**src/rtl/lsu_hs_if.sv**
```systemverilog
// Handshake channels around lsu_hs: EXU request, data-memory port, writeback result.
// The LSU is the slave on the EXU channel and the master on the memory and writeback channels.
interface lsu_hs_req_if #(
  parameter int ADDR_W = 32,
  parameter int DATA_W = 32
);
  logic              in_valid;
  logic              in_ready;
  logic              in_wen;
  logic [2:0]        in_funct3;
  logic [ADDR_W-1:0] in_addr;
  logic [DATA_W-1:0] in_wdata;

  modport master (output in_valid, in_wen, in_funct3, in_addr, in_wdata, input in_ready);
  modport slave  (input in_valid, in_wen, in_funct3, in_addr, in_wdata, output in_ready);
endinterface

interface lsu_hs_mem_if #(
  parameter int ADDR_W = 32,
  parameter int DATA_W = 32
);
  logic                  mem_req_valid;
  logic                  mem_req_ready;
  logic                  mem_wen;
  logic [ADDR_W-1:0]     mem_addr;
  logic [DATA_W-1:0]     mem_wdata;
  logic [DATA_W/8-1:0]   mem_wstrb;
  logic                  mem_rsp_valid;
  logic [DATA_W-1:0]     mem_rsp_rdata;
  logic                  mem_rsp_err;

  modport master (output mem_req_valid, mem_wen, mem_addr, mem_wdata, mem_wstrb,
                  input  mem_req_ready, mem_rsp_valid, mem_rsp_rdata, mem_rsp_err);
  modport slave  (input  mem_req_valid, mem_wen, mem_addr, mem_wdata, mem_wstrb,
                  output mem_req_ready, mem_rsp_valid, mem_rsp_rdata, mem_rsp_err);
endinterface

interface lsu_hs_rsp_if #(
  parameter int DATA_W = 32
);
  logic              out_valid;
  logic              out_ready;
  logic [DATA_W-1:0] out_rdata;
  logic              out_err;
  logic              out_misalign;

  modport master (output out_valid, out_rdata, out_err, out_misalign, input out_ready);
  modport slave  (input out_valid, out_rdata, out_err, out_misalign, output out_ready);
endinterface

```
**src/rtl/lsu_hs.sv**
```systemverilog
// lsu_hs: one-at-a-time load/store unit between EXU and a variable-latency data-memory port.
// Define LSU_MISALIGN_EN to trap naturally-misaligned accesses instead of issuing them.
module lsu_hs #(
  parameter int ADDR_W = 32,
  parameter int DATA_W = 32
) (
  input  logic          clk,
  input  logic          rst_n,
  lsu_hs_req_if.slave   exu,
  lsu_hs_mem_if.master  mem,
  lsu_hs_rsp_if.master  wbu
);
  localparam int STRB_W = DATA_W / 8;
  localparam int OFF_W  = $clog2(STRB_W);

  typedef enum logic [1:0] {IDLE, REQ, WAIT, RESP} state_t;

  state_t            r_state;
  logic              r_wen;
  logic [2:0]        r_funct3;
  logic [OFF_W-1:0]  r_off;
  logic              r_in_ready;
  logic              r_mem_req_valid;
  logic              r_mem_wen;
  logic [ADDR_W-1:0] r_mem_addr;
  logic [DATA_W-1:0] r_mem_wdata;
  logic [STRB_W-1:0] r_mem_wstrb;
  logic              r_out_valid;
  logic              r_out_err;
  logic [DATA_W-1:0] r_out_rdata;

  logic              w_legal;
  logic [OFF_W-1:0]  w_off;
  logic [7:0]        w_strb_base;
  logic [STRB_W-1:0] w_strb;
  logic [DATA_W-1:0] w_wdata_sh;
  logic [ADDR_W-1:0] w_addr_al;
  logic [DATA_W-1:0] w_rsp_sh;
  logic              w_sgn;
  logic [DATA_W-1:0] w_load_w;
  logic [DATA_W-1:0] w_load;

  // Size legality depends on bus width: doubleword and lwu exist only on a 64-bit bus.
  always_comb begin
    w_legal = 1'b0;
    if (exu.in_wen) begin
      case (exu.in_funct3)
        3'b000, 3'b001, 3'b010: w_legal = 1'b1;
        3'b011:                 w_legal = (DATA_W == 64);
        default:                w_legal = 1'b0;
      endcase
    end else begin
      case (exu.in_funct3)
        3'b000, 3'b001, 3'b010, 3'b100, 3'b101: w_legal = 1'b1;
        3'b011, 3'b110:                         w_legal = (DATA_W == 64);
        default:                                w_legal = 1'b0;
      endcase
    end
  end

  always_comb begin
    case (exu.in_funct3[1:0])
      2'd0:    w_strb_base = 8'h01;
      2'd1:    w_strb_base = 8'h03;
      2'd2:    w_strb_base = 8'h0f;
      default: w_strb_base = 8'hff;
    endcase
  end

  assign w_off      = exu.in_addr[OFF_W-1:0];
  assign w_strb     = STRB_W'(w_strb_base << w_off);
  assign w_wdata_sh = exu.in_wdata << {w_off, 3'b000};
  assign w_addr_al  = {exu.in_addr[ADDR_W-1:OFF_W], {OFF_W{1'b0}}};

`ifdef LSU_MISALIGN_EN
  logic w_misalign;
  logic r_out_misalign;

  always_comb begin
    case (exu.in_funct3[1:0])
      2'd0:    w_misalign = 1'b0;
      2'd1:    w_misalign = exu.in_addr[0];
      2'd2:    w_misalign = |exu.in_addr[1:0];
      default: w_misalign = |exu.in_addr[2:0];
    endcase
  end

  assign wbu.out_misalign = r_out_misalign;
`else
  assign wbu.out_misalign = 1'b0;
`endif

  // Load path: bring the addressed lane down to bit 0, then extend to the bus width.
  assign w_rsp_sh = mem.mem_rsp_rdata >> {r_off, 3'b000};
  assign w_sgn    = ~r_funct3[2];

  generate
    if (DATA_W == 64) begin : g_word64
      assign w_load_w = {{32{w_sgn & w_rsp_sh[31]}}, w_rsp_sh[31:0]};
    end else begin : g_word32
      assign w_load_w = w_rsp_sh;
    end
  endgenerate

  always_comb begin
    case (r_funct3[1:0])
      2'd0:    w_load = {{(DATA_W-8){w_sgn & w_rsp_sh[7]}}, w_rsp_sh[7:0]};
      2'd1:    w_load = {{(DATA_W-16){w_sgn & w_rsp_sh[15]}}, w_rsp_sh[15:0]};
      2'd2:    w_load = w_load_w;
      default: w_load = w_rsp_sh;
    endcase
  end

  always_ff @(posedge clk) begin
    if (!rst_n) begin
      r_state         <= IDLE;
      r_wen           <= 1'b0;
      r_funct3        <= 3'b000;
      r_off           <= '0;
      r_in_ready      <= 1'b1;
      r_mem_req_valid <= 1'b0;
      r_mem_wen       <= 1'b0;
      r_mem_addr      <= '0;
      r_mem_wdata     <= '0;
      r_mem_wstrb     <= '0;
      r_out_valid     <= 1'b0;
      r_out_err       <= 1'b0;
      r_out_rdata     <= '0;
`ifdef LSU_MISALIGN_EN
      r_out_misalign  <= 1'b0;
`endif
    end else begin
      case (r_state)
        IDLE: begin
          if (exu.in_valid && r_in_ready) begin
            r_wen      <= exu.in_wen;
            r_funct3   <= exu.in_funct3;
            r_off      <= w_off;
            r_in_ready <= 1'b0;
            if (!w_legal) begin
              r_state     <= RESP;
              r_out_valid <= 1'b1;
              r_out_err   <= 1'b1;
              r_out_rdata <= '0;
`ifdef LSU_MISALIGN_EN
            end else if (w_misalign) begin
              r_state        <= RESP;
              r_out_valid    <= 1'b1;
              r_out_misalign <= 1'b1;
              r_out_rdata    <= '0;
`endif
            end else begin
              r_state         <= REQ;
              r_mem_req_valid <= 1'b1;
              r_mem_wen       <= exu.in_wen;
              r_mem_addr      <= w_addr_al;
              r_mem_wdata     <= exu.in_wen ? w_wdata_sh : '0;
              r_mem_wstrb     <= exu.in_wen ? w_strb : '0;
            end
          end
        end
        REQ: begin
          if (mem.mem_req_ready) begin
            r_mem_req_valid <= 1'b0;
            r_state         <= WAIT;
          end
        end
        WAIT: begin
          if (mem.mem_rsp_valid) begin
            r_out_valid <= 1'b1;
            r_out_err   <= mem.mem_rsp_err;
            r_out_rdata <= (mem.mem_rsp_err || r_wen) ? '0 : w_load;
            r_state     <= RESP;
          end
        end
        RESP: begin
          if (wbu.out_ready) begin
            r_out_valid    <= 1'b0;
            r_out_err      <= 1'b0;
            r_out_rdata    <= '0;
`ifdef LSU_MISALIGN_EN
            r_out_misalign <= 1'b0;
`endif
            r_in_ready     <= 1'b1;
            r_state        <= IDLE;
          end
        end
        default: r_state <= IDLE;
      endcase
    end
  end

  assign exu.in_ready      = r_in_ready;
  assign mem.mem_req_valid = r_mem_req_valid;
  assign mem.mem_wen       = r_mem_wen;
  assign mem.mem_addr      = r_mem_addr;
  assign mem.mem_wdata     = r_mem_wdata;
  assign mem.mem_wstrb     = r_mem_wstrb;
  assign wbu.out_valid     = r_out_valid;
  assign wbu.out_err       = r_out_err;
  assign wbu.out_rdata     = r_out_rdata;
endmodule

```
**src/flat_wrapper.sv**
```systemverilog
// flat-port wrapper written by rule: the top's interface ports become plain ports
module lsu_hs_flat 
#(
  parameter int ADDR_W = 32,
  parameter int DATA_W = 32
)
  (clk, rst_n, exu_in_valid, exu_in_wen, exu_in_funct3, exu_in_addr, exu_in_wdata, exu_in_ready, mem_mem_req_valid, mem_mem_wen, mem_mem_addr, mem_mem_wdata, mem_mem_wstrb, mem_mem_req_ready, mem_mem_rsp_valid, mem_mem_rsp_rdata, mem_mem_rsp_err, wbu_out_valid, wbu_out_rdata, wbu_out_err, wbu_out_misalign, wbu_out_ready);
  lsu_hs_req_if #(.ADDR_W(ADDR_W), .DATA_W(DATA_W)) exu_i ();
  lsu_hs_mem_if #(.ADDR_W(ADDR_W), .DATA_W(DATA_W)) mem_i ();
  lsu_hs_rsp_if #(.DATA_W(DATA_W)) wbu_i ();
  input  logic clk;
  input  logic rst_n;
  input wire logic [$bits(exu_i.in_valid)-1:0] exu_in_valid;
  input wire logic [$bits(exu_i.in_wen)-1:0] exu_in_wen;
  input wire logic [$bits(exu_i.in_funct3)-1:0] exu_in_funct3;
  input wire logic [$bits(exu_i.in_addr)-1:0] exu_in_addr;
  input wire logic [$bits(exu_i.in_wdata)-1:0] exu_in_wdata;
  output wire logic [$bits(exu_i.in_ready)-1:0] exu_in_ready;
  output wire logic [$bits(mem_i.mem_req_valid)-1:0] mem_mem_req_valid;
  output wire logic [$bits(mem_i.mem_wen)-1:0] mem_mem_wen;
  output wire logic [$bits(mem_i.mem_addr)-1:0] mem_mem_addr;
  output wire logic [$bits(mem_i.mem_wdata)-1:0] mem_mem_wdata;
  output wire logic [$bits(mem_i.mem_wstrb)-1:0] mem_mem_wstrb;
  input wire logic [$bits(mem_i.mem_req_ready)-1:0] mem_mem_req_ready;
  input wire logic [$bits(mem_i.mem_rsp_valid)-1:0] mem_mem_rsp_valid;
  input wire logic [$bits(mem_i.mem_rsp_rdata)-1:0] mem_mem_rsp_rdata;
  input wire logic [$bits(mem_i.mem_rsp_err)-1:0] mem_mem_rsp_err;
  output wire logic [$bits(wbu_i.out_valid)-1:0] wbu_out_valid;
  output wire logic [$bits(wbu_i.out_rdata)-1:0] wbu_out_rdata;
  output wire logic [$bits(wbu_i.out_err)-1:0] wbu_out_err;
  output wire logic [$bits(wbu_i.out_misalign)-1:0] wbu_out_misalign;
  input wire logic [$bits(wbu_i.out_ready)-1:0] wbu_out_ready;
  assign exu_i.in_valid = exu_in_valid;
  assign exu_i.in_wen = exu_in_wen;
  assign exu_i.in_funct3 = exu_in_funct3;
  assign exu_i.in_addr = exu_in_addr;
  assign exu_i.in_wdata = exu_in_wdata;
  assign exu_in_ready = exu_i.in_ready;
  assign mem_mem_req_valid = mem_i.mem_req_valid;
  assign mem_mem_wen = mem_i.mem_wen;
  assign mem_mem_addr = mem_i.mem_addr;
  assign mem_mem_wdata = mem_i.mem_wdata;
  assign mem_mem_wstrb = mem_i.mem_wstrb;
  assign mem_i.mem_req_ready = mem_mem_req_ready;
  assign mem_i.mem_rsp_valid = mem_mem_rsp_valid;
  assign mem_i.mem_rsp_rdata = mem_mem_rsp_rdata;
  assign mem_i.mem_rsp_err = mem_mem_rsp_err;
  assign wbu_out_valid = wbu_i.out_valid;
  assign wbu_out_rdata = wbu_i.out_rdata;
  assign wbu_out_err = wbu_i.out_err;
  assign wbu_out_misalign = wbu_i.out_misalign;
  assign wbu_i.out_ready = wbu_out_ready;
  lsu_hs #(.ADDR_W(ADDR_W), .DATA_W(DATA_W)) u_core (.clk(clk), .rst_n(rst_n), .exu(exu_i), .mem(mem_i), .wbu(wbu_i));
endmodule
```
**config.mk**
```make
export PLATFORM = sky130hd
export DESIGN_NAME = lsu_hs_flat
export DESIGN_NICKNAME = d
export VERILOG_FILES = /design/src/rtl/lsu_hs_if.sv /design/src/rtl/lsu_hs.sv /design/src/flat_wrapper.sv
export SDC_FILE = /design/constraint.sdc
export NUM_CORES = 1
export LEC_CHECK = 0
export BUFFER_PORTS_ARGS = -buffer_cell sky130_fd_sc_hd__buf_2
export CAP_MARGIN = 20
export CORE_ASPECT_RATIO = 0.7
export CORE_UTILIZATION = 49
export CTS_CLUSTER_SIZE = 12
export DETAILED_ROUTE_END_ITERATION = 6
export GPL_ROUTABILITY_DRIVEN = 0
export PLACE_DENSITY = 0.81
export SLEW_MARGIN = 20
export SYNTH_ARGS = -nofsm -noshare
export SYNTH_HDL_FRONTEND = slang
export SYNTH_SLANG_ARGS = --single-unit
export TNS_END_PERCENT = 100
```
**constraint.sdc**
```tcl
create_clock -name clk -period 2.41 [get_ports clk]
set_clock_uncertainty 0.1 [all_clocks]
set_input_delay 0.482 -clock clk [delete_from_list [all_inputs] [get_ports clk]]
set_output_delay 0.482 -clock clk [all_outputs]
set_load 0.02 [all_outputs]
```
* Word level (Yosys, flattened, before mapping)
Index checks and enable logic that the tools add are counted.
** Word-level totals
- Output and inout bits :: 106
- Flip-flop bits (word level) :: 111
** Operators by class
- Equality and inequality tests :: 16
- Muxes and demuxes :: 33
- Shift-type cells :: 3
- Reduce and logical (&&, ||, !) cells :: 17
- Bitwise logic cells :: 3
** Operators by type and width (number)
- 32-bit 2-to-1 mux :: 6
- 32-bit case mux with 3 select lines :: 1
- 32-bit case mux with 2 select lines :: 1
- 32-bit by 5-bit left shift with 32-bit output :: 1
- 32-bit by 5-bit right shift with 32-bit output :: 1
- 8-bit case mux with 3 select lines :: 1
- 1-bit 2-to-1 mux :: 13
- 2-bit 2-to-1 mux :: 5
- 2-bit != test (second input constant) :: 4
- 2-bit case mux with 4 select lines :: 1
- 4-bit AND reduction :: 2
- 8-bit by 2-bit left shift with 4-bit output :: 1
- 2-bit by 1-bit == test with 1-bit output (second input constant) :: 3
- 2-bit == test (second input constant) :: 3
- 3-bit == test (second input constant) :: 2
- 2-bit logical NOT :: 3
- 1-bit case mux with 3 select lines :: 2
- 3-bit AND reduction :: 2
- 5-bit AND reduction :: 1
- 5-bit OR reduction :: 1
- 4-bit 2-to-1 mux :: 1
- 2-bit by 1-bit != test with 1-bit output (second input constant) :: 2
- 1-bit case mux with 2 select lines :: 2
- 2-bit nonzero test :: 2
- 10 further kinds :: 11

* Depth between registers and ports, before layout
- Word-level depth :: 7
- Mapped depth :: 9
- Gate-level depth less buffers :: 6

* Least setup slack after synthesis
No wires, ideal clock.
- Path kind :: register -> register
- From :: register u_core.r_state[0]
- To :: register u_core.r_mem_wdata[14], in the netlist u_core.mem.mem_wdata[14]
- Period minus slack after synthesis :: 2.127 ns
- Arrival time :: 1.957 ns
- Library setup time :: 0.070 ns
- Cell stages (with the launch flop) :: 9
- Setup slack :: 0.283 ns
- Cells stage by stage :: dfxtp_1 -> inv_1 -> ha_1 -> nand3_4 -> or3_1 -> buf_6 -> buf_6 -> or3_1 -> a21oi_1
** Between the ends
- Cells in the longest elaborated chain, start to end :: 2
** RTL lines
- from (decl) :: RTL line lsu_hs.sv:18 : state_t r_state;
- from (signal assigned) :: RTL line lsu_hs.sv:116 : r_state <= IDLE;
- from (signal assigned) :: RTL line lsu_hs.sv:141 : r_state <= RESP;
- from (signal assigned) :: RTL line lsu_hs.sv:153 : r_state <= REQ;
- 2-bit logical NOT :: RTL line lsu_hs.sv:133 : case (r_state)
- 3-bit AND reduction (no line)
- to (signal assigned) :: RTL line lsu_hs.sv:157 : r_mem_wdata <= exu.in_wen ? w_wdata_sh : '0;
- to (decl) :: RTL line lsu_hs.sv:26 : logic [DATA_W-1:0] r_mem_wdata;
Every way passes these cells.
A chain may end at the register's enable or synchronous reset.

* Worst setup path after layout
- From :: register u_core.r_state[0]
- To :: register u_core.r_out_rdata[14], in the netlist u_core.wbu.out_rdata[14]
** Between the ends
- Cells in the longest elaborated chain, start to end :: 3
- Elaborated cells on any way between the ends :: 10
- Classes of those cells :: eq/ne (6); mux (1); reduce/logical (3)
** RTL lines
- 2-bit == test / 2-bit logical NOT (equally long branches) :: RTL line lsu_hs.sv:133
- 2-bit != test (no line) (tied with other cells)
- 5-bit AND reduction (no line)
- to (signal assigned) :: RTL line lsu_hs.sv:172 : r_out_rdata <= (mem.mem_rsp_err || r_wen) ? '0 : w_load;
- to (decl) :: RTL line lsu_hs.sv:30 : logic [DATA_W-1:0] r_out_rdata;
Several ways; a longest one is shown, not always the timed one.

==> results.yml <==
run_status:
  status: "completed"
timing:
  fin_crit_ns: 2.28
  period_share_pct: 94.6
  setup_viol: 0
  hold_viol: 0
  setup_slack_ns: 0.131
  relSlewSlack_pct: 32.3
  max_freq_mhz: 439
  timing.setup.tns_ns: 0
  rsz0062_at_grt: "false"
  drv_slew: 0
  worst_pin_slew_ns: 1.01
yosys:
  synthArstFlopShare_pct: 0
  avgSynthCellArea_um2: 8.95
  synthDistinctLibCells: 48
  ys.flop_type: "dfxtp_1"
  synth_sequential_area_ratio_pct: 41.9
  ys_ff_latch: 111
  synthCells: 593
  ys_warn_count: 0
  synthesis.area_mm2: 0.00531
  synth-edff-count: 0
clock_network:
  cts_resized: 0
  cts_tree: "built"
  cts.sinks: 111
  cts_inserted_buffers: 9
  clock_latency_ns: 0.34
  cts.clk_slew.worst_paths_ns: 0.08
  ctsRootBufferMaster: "clkbuf_16"
  postCtsSetupRepairBufs: 0
  cts_hold_buf: 0
  h-tree-depth: 3
  clockBufferDepth: 2
grt:
  grt_pass1_wl_um: 23600
  grt_usage_pct: 26.3
  grt_pass1_vias: 4822
  antenna_found_initial: 0
  grt_max_degree: 69
  globalRouteOverflowTotal: 0
detailed_routing:
  wl_per_cell_um: 16.6
  drt_first_pass_iters: 5
  drtAntennaViolNets: 0
  drt_iter0_markers: 374
  routed_wl_um: 15300
  vias_per_cell: 5.68
  vias: 5230
  drcViolationCount: 0
worst_setup_path:
  slowest_stage: "a311o_2"
  path_cells: "inv_1 > ha_1 > a21boi_0 > a311o_2 > o21a_1 > buf_4 > o2bb2ai_1"
  cpPeakStageDelay_ns: 0.50
  crit_type: "reg -> reg"
  rr_worst_depth: 7
  r2r-start: "u_core.r_state[0]"
  rr_endpoint: "u_core.wbu.out_rdata[14]"
  crit_fanout: 24
  r2r_slack_ns: 0.13
  start_kind: "register"
  required_ns: 2.53
  cp.arrival_ns: 2.40
  end_kind: "register"
floorplan:
  start_util_pct: 50.9
  die_area_mm2: 0.0113
  coreArea_mm2: 0.0104
  pin_count: 213
  fp.dieH_um: 89.1
  die_w_um: 126
  fp-row-count: 31
place:
  preCtsSetupSlack_ns: 0.0299
  numPortBuffers: 209
  dp_hpwl_um: 11400
  numPlacedInstances: 904
final_layout:
  instances_no_fill: 920
  area_growth_syn_to_layout_pct: 28.0
  nets: 896
  diodes: 0
  drive_above_1_share_pct: 34.4
pwr:
  p_per_area_mw_per_mm2: 802
  p_leak_nw: 2.95
  ir_worst_vdd_mv: 0.500
hold_path:
  worstHoldStart: "exu_in_addr[22]"
  hold_depth: 3
  min_path_type: "in -> reg"
  min_to: "u_core.mem.mem_addr[22]"
job:
  cap_violations: 0
-- metal layers --
| layer | GRT usage (%) | up-vias | share of wire (%) |
|---|---|---|---|
| met2 | 42.3 | 267 | 45 |
| met5 | 0 | - | 0 |
| met4 | 8.54 | 0 | 2.0 |
| li1 | - | 2515 | - |
| met3 | 7.72 | 36 | 9.6 |
| met1 | 34.5 | 2412 | 43 |
-- through the flow --
stage | total power, mW | util [%] | hold WS [ns] | area, um^2
2_1_floorplan | 3.32 | - | 0.385 | 5320
3_3_place_gp | 3.82 | 62.0 | 0.337 | 6470
3_5_place_dp | 3.88 | 62.0 | 0.341 | 6470
4_1_cts | 5.45 | 65.1 | 0.254 | 6790
5_1_grt | 5.72 | 65.1 | 0.261 | 6800
6_report | 5.45 | 65.1 | 0.266 | 6800
-- registers in the layout, summed over array words and instances (netlist names) --
name                      cells
u_core.r_funct3               3
u_core.mem.mem_req_valid      1
u_core.wbu.out_rdata         32
u_core.exu.in_ready           1
u_core.wbu.out_err            1
u_core.r_off                  2
u_core.mem.mem_wstrb          4
u_core.wbu.out_valid          1
u_core.mem.mem_addr          30
u_core.r_wen                  1
u_core.mem.mem_wen            1
u_core.mem.mem_wdata         32
u_core.r_state                2
-- worst max-delay path by stage --
stage                                          end  slack (ns)  depth (start not counted)               from
after floorplan           u_core.mem.mem_wdata[14]        0.28                          8  u_core.r_state[0]
after global placement    u_core.mem.mem_wdata[21]        0.13                          5   exu_in_funct3[1]
after detailed placement  u_core.mem.mem_wdata[18]        0.03                          5   exu_in_funct3[1]
after CTS                 u_core.wbu.out_rdata[14]        0.06                          7  u_core.r_state[1]
after global routing      u_core.mem.mem_wdata[23]       0.003                          6  u_core.r_state[1]
final                     u_core.wbu.out_rdata[14]        0.13                          7  u_core.r_state[0]
-- cell usage after synthesis (2+ instances only) --
cell	count	area (um^2)
buf_6	2	22.5
a211oi_1	2	15.0
mux2_2	8	90.1
a32oi_1	8	70.1
nand2b_1	4	25.0
dfxtp_1	111	2220
a311oi_1	3	26.3
and2_1	4	25.0
o21a_1	3	22.5
a21oi_1	74	370
nor3_1	2	10.0
nand3_1	10	50.1
inv_1	4	15.0
or3_1	12	75.1
a31oi_1	8	50.1
clkbuf_1	30	113
buf_2	12	60.1
o2bb2ai_1	39	342
buf_4	4	30.0
mux2i_1	55	551
o21ai_0	12	60.1
buf_1	4	15.0
mux4_2	8	180
o2111ai_1	8	70.1
and2_0	4	25.0
nand2_1	96	360
nor2_1	37	139
nor2b_1	4	25.0
ha_1	6	75.1
-- placed cells by master (no fill, tap or decap), drive strengths merged, types with 9 or more instances in the layout --
cell / netlist / layout
o2bb2ai: 39 / 39
nor2: 37 / 37
mux2i: 55 / 55
o21ai: 13 / 13
nand3: 12 / 12
nand2: 96 / 96
a21oi: 74 / 74
buf: 22 / 229
clkbuf: 30 / 9
dfxtp: 111 / 111
or3: 12 / 12
-- power by group --
| group | switching, mW | internal [mW] | leakage, nW |
|---|---|---|---|
| clock network | 0.729 | 0.841 | 0.158 |
| logic | 1.11 | 0.686 | 1.89 |
| registers | 0.102 | 1.98 | 0.898 |
-- area by class of cell --
class                           count  area [um^2]
Fill cell                         865         3640
Sequential cell                   111         2220
Clock buffer                        9          225
Clock inverter                      7          100
Tap cell                          132          165
Timing Repair Buffer              229         1220
Inverter                            5         18.8
Multi-Input combinational cell    427         2840
-- logic make-up after synthesis --
group / count (synthesis) / share of synthesized area, %
mux: 71 / 15.5
buf+inv: 57 / 4.88
simple gates: 181 / 15.5
fa+ha+maj: 6 / 1.41
compound gates: 166 / 20.8
other cells: 1 / 0.0706
flops: 111 / 41.9
-- worst max-delay path: cells and delay by family (launching register included) --
kind            cells  cell delay [ns]
compound gates      4             1.06
buf+inv             2             0.33
fa+ha+maj           1             0.27
flops               1             0.40
No activity file was read; power rests on OpenSTA's default activity.
